### config.mk
export PLATFORM = sky130hd
export DESIGN_NAME = instr_fetch_unit
export DESIGN_NICKNAME = d
export VERILOG_FILES = /design/src/rtl/instr_fetch_unit.sv
export SDC_FILE = /design/constraint.sdc
export NUM_CORES = 1
export LEC_CHECK = 0
export CAP_MARGIN = 10
export CORE_MARGIN = 5
export CORE_UTILIZATION = 45
export CTS_CLUSTER_SIZE = 30
export DETAILED_ROUTE_END_ITERATION = 8
export PLACE_DENSITY_LB_ADDON = 0.12
export SETUP_SLACK_MARGIN = 0.5
export SLEW_MARGIN = 25
export SYNTH_ARGS = -nofsm -noshare
export SYNTH_HDL_FRONTEND = slang
export SYNTH_SLANG_ARGS = --single-unit
### constraint.sdc
create_clock -name clock -period 1.9 [get_ports clock]
set_input_delay 0.38 -clock clock [delete_from_list [all_inputs] [get_ports clock]]
set_output_delay 0.38 -clock clock [all_outputs]
set_load 0.01 [all_outputs]
### src/rtl/instr_fetch_unit.sv
// instr_fetch_unit: PC holder that issues one instruction-memory read at a time and pulses the word into the IR
module instr_fetch_unit #(
  parameter int ADDR_W = 8,
  parameter int DATA_W = 16,
  parameter int MEM_LAT = 1,
  parameter logic [ADDR_W-1:0] RESET_PC = '0
) (
  input  logic              clock,
  input  logic              reset,
  input  logic              fetch_req,
  input  logic              jump_en,
  input  logic [ADDR_W-1:0] jump_addr,
  output logic [ADDR_W-1:0] mem_addr,
  output logic              mem_rd_en,
  input  logic [DATA_W-1:0] mem_rdata,
  output logic [DATA_W-1:0] ir_data,
  output logic              ir_write_en,
  output logic              fetch_done,
  output logic              busy,
  output logic [ADDR_W-1:0] pc
);
  typedef enum logic [1:0] {IDLE, ISSUE, WAIT, LOAD} state_t;
  state_t state_q, state_d;
  logic [ADDR_W-1:0] pc_q, pc_d, addr_q, addr_d;
  logic [DATA_W-1:0] ir_data_q, ir_data_d;
  logic [3:0] cnt_q, cnt_d;
  logic rd_q, rd_d, we_q, we_d, busy_q, busy_d;
  always_comb begin
    state_d = state_q;
    pc_d = pc_q;
    addr_d = addr_q;
    ir_data_d = ir_data_q;
    cnt_d = cnt_q;
    rd_d = 1'b0;
    we_d = 1'b0;
    unique case (state_q)
      IDLE: begin
        pc_d = jump_en ? jump_addr : pc_q;
        if (fetch_req) begin
          state_d = ISSUE;
          addr_d = jump_en ? jump_addr : pc_q;
          rd_d = 1'b1;
        end
      end
      ISSUE: begin
        state_d = WAIT;
        cnt_d = 4'(MEM_LAT);
      end
      WAIT: begin
        cnt_d = cnt_q - 4'd1;
        if (cnt_q == 4'd1) begin
          state_d = LOAD;
          ir_data_d = mem_rdata;
          we_d = 1'b1;
        end
      end
      LOAD: begin
        // the incremented address is both the new pc and, if chaining, the next read
        pc_d = addr_q + 1'b1;
        state_d = fetch_req ? ISSUE : IDLE;
        addr_d = fetch_req ? addr_q + 1'b1 : addr_q;
        rd_d = fetch_req;
      end
    endcase
    busy_d = state_d != IDLE;
  end
  always_ff @(posedge clock) begin
    if (reset) begin
      state_q <= IDLE;
      pc_q <= RESET_PC;
      addr_q <= '0;
      ir_data_q <= '0;
      cnt_q <= '0;
      rd_q <= 1'b0;
      we_q <= 1'b0;
      busy_q <= 1'b0;
    end else begin
      state_q <= state_d;
      pc_q <= pc_d;
      addr_q <= addr_d;
      ir_data_q <= ir_data_d;
      cnt_q <= cnt_d;
      rd_q <= rd_d;
      we_q <= we_d;
      busy_q <= busy_d;
    end
  end
  assign mem_addr = addr_q;
  assign mem_rd_en = rd_q;
  assign ir_data = ir_data_q;
  assign ir_write_en = we_q;
  assign fetch_done = we_q;
  assign busy = busy_q;
  assign pc = pc_q;
endmodule

### Word-level counts from Yosys, hierarchy flattened

Cells that the tools add are included.

* input bits: 28
* flip-flop bits (word level): 41

* add/sub/neg operators: 2
* bitwise gates (word level): 1
* muxes and demuxes: 13
* equal/unequal tests: 6
* reduce and logical (&&, ||, !) cells: 7

Operator list (number)
* one-hot mux 8 bit (2 select lines): 2
* 2-to-1 mux 8 bit: 3
* adder 8 x 1 -> 8 bit, second input constant: 1
* one-hot mux 2 bit (4 select lines): 1
* one-hot mux 4 bit (2 select lines): 1
* nonzero test 2 bit: 3
* equality test 2 bit, second input constant: 2
* equality test 4 x 1 -> 1 bit, second input constant: 1
* 2-to-1 mux 2 bit: 2
* != test 2 bit, second input constant: 2
* subtractor 4 x 1 -> 4 bit, second input constant: 1
* 2-to-1 mux 1 bit: 3
* AND reduction 3 bit: 1
* equality test 2 x 1 -> 1 bit, second input constant: 1
* zero test 2 bit: 1
* one-hot mux 1 bit (2 select lines): 1
* AND reduction 2 bit: 1
* OR reduction 2 bit: 1
* NOT 1 bit: 1

### Logic depth before layout (Yosys ltp)

* word-level depth: 4
* gate-level depth with buffers: 7
* gate-level depth less buffers: 6

### Worst setup path after synthesis

OpenSTA, ideal clock, no wires.

* path kind: reg-to-reg
* from: reg state_q[0]
* to: reg addr_q[5], in the netlist mem_addr[5]
* period minus slack after synthesis: 1.476 ns
* arrival time: 1.381 ns
* setup time: 0.096 ns
* cell stages (with the launch flop): 6
* required time: 1.804 ns
* path slack: 0.424 ns
* path through: dfxtp_1 inv_1 ha_1 or2_1 buf_6 o41ai_2

* longest elaborated chain between the ends: 3

Ends and longest elaborated chain
* from (decl): RTL line 23 `state_t state_q, state_d;`
* from (signal assigned): RTL line 78 `state_q <= state_d;`
* equality test 2 bit / zero test 2 bit (equally long branches): RTL line 36 `unique case (state_q)`
* != test 2 bit (no source line) / nonzero test 2 bit (equally long branches)
* AND reduction 3 bit (no source line)
* to (signal assigned): RTL line 80 `addr_q <= addr_d;`
* to (decl): RTL line 24 `logic [ADDR_W-1:0] pc_q, pc_d, addr_q, addr_d;`

Parallel ways exist; a longest one is shown, timed or not.
A chain may end at the register's enable or synchronous reset.

### Worst setup path after layout

* from: reg state_q[1]
* to: reg addr_q[3], in the netlist mem_addr[3]

Same word-level chain as after synthesis.

==> flow_summary.ini <==
[synthesis]
yosysSeqAreaShare = 0.4391
avgSynthCellArea_sq_um = 8.458
synth-main-ff-cell = dfxtp_1
syn_area_sq_mm = 0.001869
synthSimpleGateAreaFrac = 0.2169
synth_xor_xnor_area_share = 0.009371
synth_top_family_by_area = simple AND/OR/NAND/NOR gates
synth-async-reset-ratio = 0
post_synth_num_cell_types = 38
syn_inst = 221
yosys.area_share.adder = 0.04685
yosysWarnings = 0
syn-num-nets = 256
synth_edf_count = 0
ys_seq_elements = 41
synth_compound_area_frac = 0.1747
synth_mux_area_frac = 0.05957

[critical_path]
cp-end-kind = register
r2r-start = state_q[1]$_SDFF_PP0_
path_cells = inv_2 -> ha_4 -> o21ba_4 -> or2_4 -> buf_12 -> buf_4 -> o41ai_2
startpoint_type = register
cp.required_ns = 2.10
rrSetupSlack_ns = 0.33
path_max_fanout = 5
critical_path_class = reg -> reg
critPathBufInv = 3
rr_endpoint = mem_addr[3]$_SDFFE_PP0P_
slowest_delay_ns = 0.37
cp_slowest_cell = dfxtp_2
crit_arrival_ns = 1.77
cp_top_family = flip-flops
r2r_cells = 7

[hold_path]
min_path_cells = 2
hold_path.class = reg -> reg
min_from = ir_data[0]$_SDFFE_PP0P_
holdPathEnd = ir_data[0]$_SDFFE_PP0P_

[global_route]
grt_pass1_wl_mm = 8.728
grt-ovfl-total = 0
grt_use_total = 0.2074
antenna_found_initial = 0
grt_pass1_vias = 1843
grt_max_degree = 39

[placement]
placed_area_sq_mm = 0.002585
io_buffers = 63
dpl.hpwl_mm = 3.395
globalplace.congestion = 0.7466

[die]
die_h_um = 74.45
start_util = 0.4673
dieArea_sq_mm = 0.005543
die_w_um = 74.45
rows = 23
core_sq_mm = 0.004000
pin_count = 64

[clock_tree]
cts_buffers = 5
htree_levels = 2
postCtsHoldBufs = 0
cts_root_buffer = clkbuf_8
clock_latency_ns = 0.30
cts_buffer_depth = 2
clk_pin_slew_ns = 0.08
cts_tree = done
clock_sinks = 41

[power]
seqPwrFrac = 0.367
power.density_mw_per_mm2 = 964.9
netSwitchingPower_uw = 966.0
p_clk_frac = 0.251
swShare = 0.3278
power_leakage_uw = 0.001328
ir_worst_vdd_mv = 0.6664
p_comb_frac = 0.382
p_int_uw = 1981

[routing]
drt_drc_violations_left = 0
routed_wl_mm = 5.719
wl_per_cell_um = 16.20
ant_nets = 0
first_pass_iters = 4
drt_iter0_markers = 131
vias = 1881
vias_per_cell = 5.329

[run]
maxCapViolCount = 0

[final_layout]
drive_gt1_frac = 0.2673
syn_to_final_growth_pct = 63.39
fillers = 295
fin_util = 0.7635
num_antenna_cells = 0
fin_area_sq_mm = 0.003054
num-nets-final = 337

[timing]
slew_violations = 0
fin_crit_sh = 0.8262
period_needed_ns = 1.570
rsz0062_at_grt = yes
worstMarginPinSlew_ns = 0.4085
fin_skew_ns = 0.007810
setup_viol = 0
timing.final.hold_violations = 0
relSlewSlack = 0.7267
fmax_mhz = 637.0
setup_tns_ns = 0

[outcome]
status = finished, final reports clean
## per-layer routing
| layer | vias to the layer above | GRT usage | routed length, um |
|---|---|---|---|
| met5 | - | 0 | 0 |
| met4 | 0 | 0.07115 | 114 |
| met3 | 12 | 0.06757 | 372 |
| met2 | 54 | 0.3590 | 2922 |
| met1 | 890 | 0.2399 | 2310 |
| li1 | 925 | - | - |
## synth_stat cells (all sizes together) (4+ instances only)
master | number | area, sq um
mux2i | 10 | 100.1
and3 | 4 | 25.02
nand3 | 10 | 55.05
a21oi | 23 | 115.1
inv | 7 | 26.27
dfxtp | 41 | 820.8
buf | 10 | 62.55
nand2 | 50 | 187.7
nor3 | 5 | 25.02
o21ai | 6 | 30.03
nor2 | 13 | 48.80
ha | 7 | 87.58
## worst reg2reg max path, stage by stage, from the launching register on
cell	delay (ns)
dfxtp_2	0.37
inv_2	0.06
ha_4	0.15
o21ba_4	0.19
or2_4	0.26
buf_12	0.14
buf_4	0.14
o41ai_2	0.17
## logic make-up (layout without fill, tap and decap cells)
kind of cell | Yosys count | after routing
and+or+nand+nor | 92 | 92
AOI/OAI and AO/OA | 48 | 48
DFF | 41 | 41
buffers and inverters | 20 | 102
muxes | 11 | 11
adders and majority gates | 7 | 7
xor gates and xnor gates | 2 | 2
## power by group through the flow
| stage | clock network (uW) | logic [uW] | registers (uW) |
|---|---|---|---|
| after global placement | 0 | 812 | 1080 |
| after global routing | 792 | 1210 | 1100 |
| after CTS | 750 | 919 | 1070 |
| final | 739 | 1130 | 1080 |
| after detailed placement | 0 | 819 | 1080 |
| after floorplan | 0 | 425 | 1100 |
## worst max path at each step
stage                                         from                        to  slack (ns)  depth (start not counted)
after floorplan              state_q[0]$_SDFF_PP0_  mem_addr[5]$_SDFFE_PP0P_        0.50                          6
after global placement                   fetch_req  mem_addr[5]$_SDFFE_PP0P_        0.12                          5
after detailed placement                 fetch_req  mem_addr[5]$_SDFFE_PP0P_        0.09                          5
after CTS                 mem_addr[3]$_SDFFE_PP0P_               mem_addr[3]        0.26                          1
after global routing         state_q[1]$_SDFF_PP0_  mem_addr[7]$_SDFFE_PP0P_        0.28                          7
final                        state_q[1]$_SDFF_PP0_  mem_addr[3]$_SDFFE_PP0P_        0.33                          7
## cells in the final DEF (no fill, tap or decap), types with 3 or more instances in the layout
cell type        count
a21oi_2              5
dfxtp_1             32
inv_1                4
buf_12               4
nand3_2              3
clkdlybuf4s50_1     26
dfxtp_2              8
nor2_1              13
nand2_1             44
nor2b_1              3
o21ai_0              6
dlygate4sd2_1       33
a21oi_1             18
clkbuf_8             6
buf_4               14
mux2i_1              7
nand3_1              7
nand2_2              5
ha_1                 3
## flip-flops by register name (all words and copies together) (netlist names)
register and flops:
mem_addr 8, pc 8, state_q 2, busy 1, ir_data 16, cnt_q 4, fetch_done 1, mem_rd_en 1
## repair_timing
action	CTS	global route
pin swaps	9	2
cloned	1	2
setup buffers	10	5
setup endpoints to repair	67	41
resized for setup	69	32
## through the flow
step                      setup slack [ns]  cells  total power (uW)  hold slack (ns)
after CTS                           0.2601    346              2737           0.4568
after floorplan                     0.4958    221              1529           0.4750
after detailed placement           0.08838    327              1898           0.4476
final                               0.3302    353              2947           0.4537
after global placement              0.1199    327              1890           0.4412
after global routing                0.2839    353              3097           0.4753
## area by class of cell
type / count / area [sq um] / share of cell area
multi-input combinational: 160 / 1141 / 0.3736
inverter: 8 / 45.04 / 0.01475
timing repair buffer: 85 / 842.1 / 0.2757
clock inverter: 2 / 37.54 / 0.01229
tap: 50 / 62.56 / 0.02048
clock buffer: 6 / 82.58 / 0.02704
timing repair inverter: 1 / 8.758 / 0.002868
sequential: 41 / 834.6 / 0.2732
No activity file was read; power rests on OpenSTA's default activity.
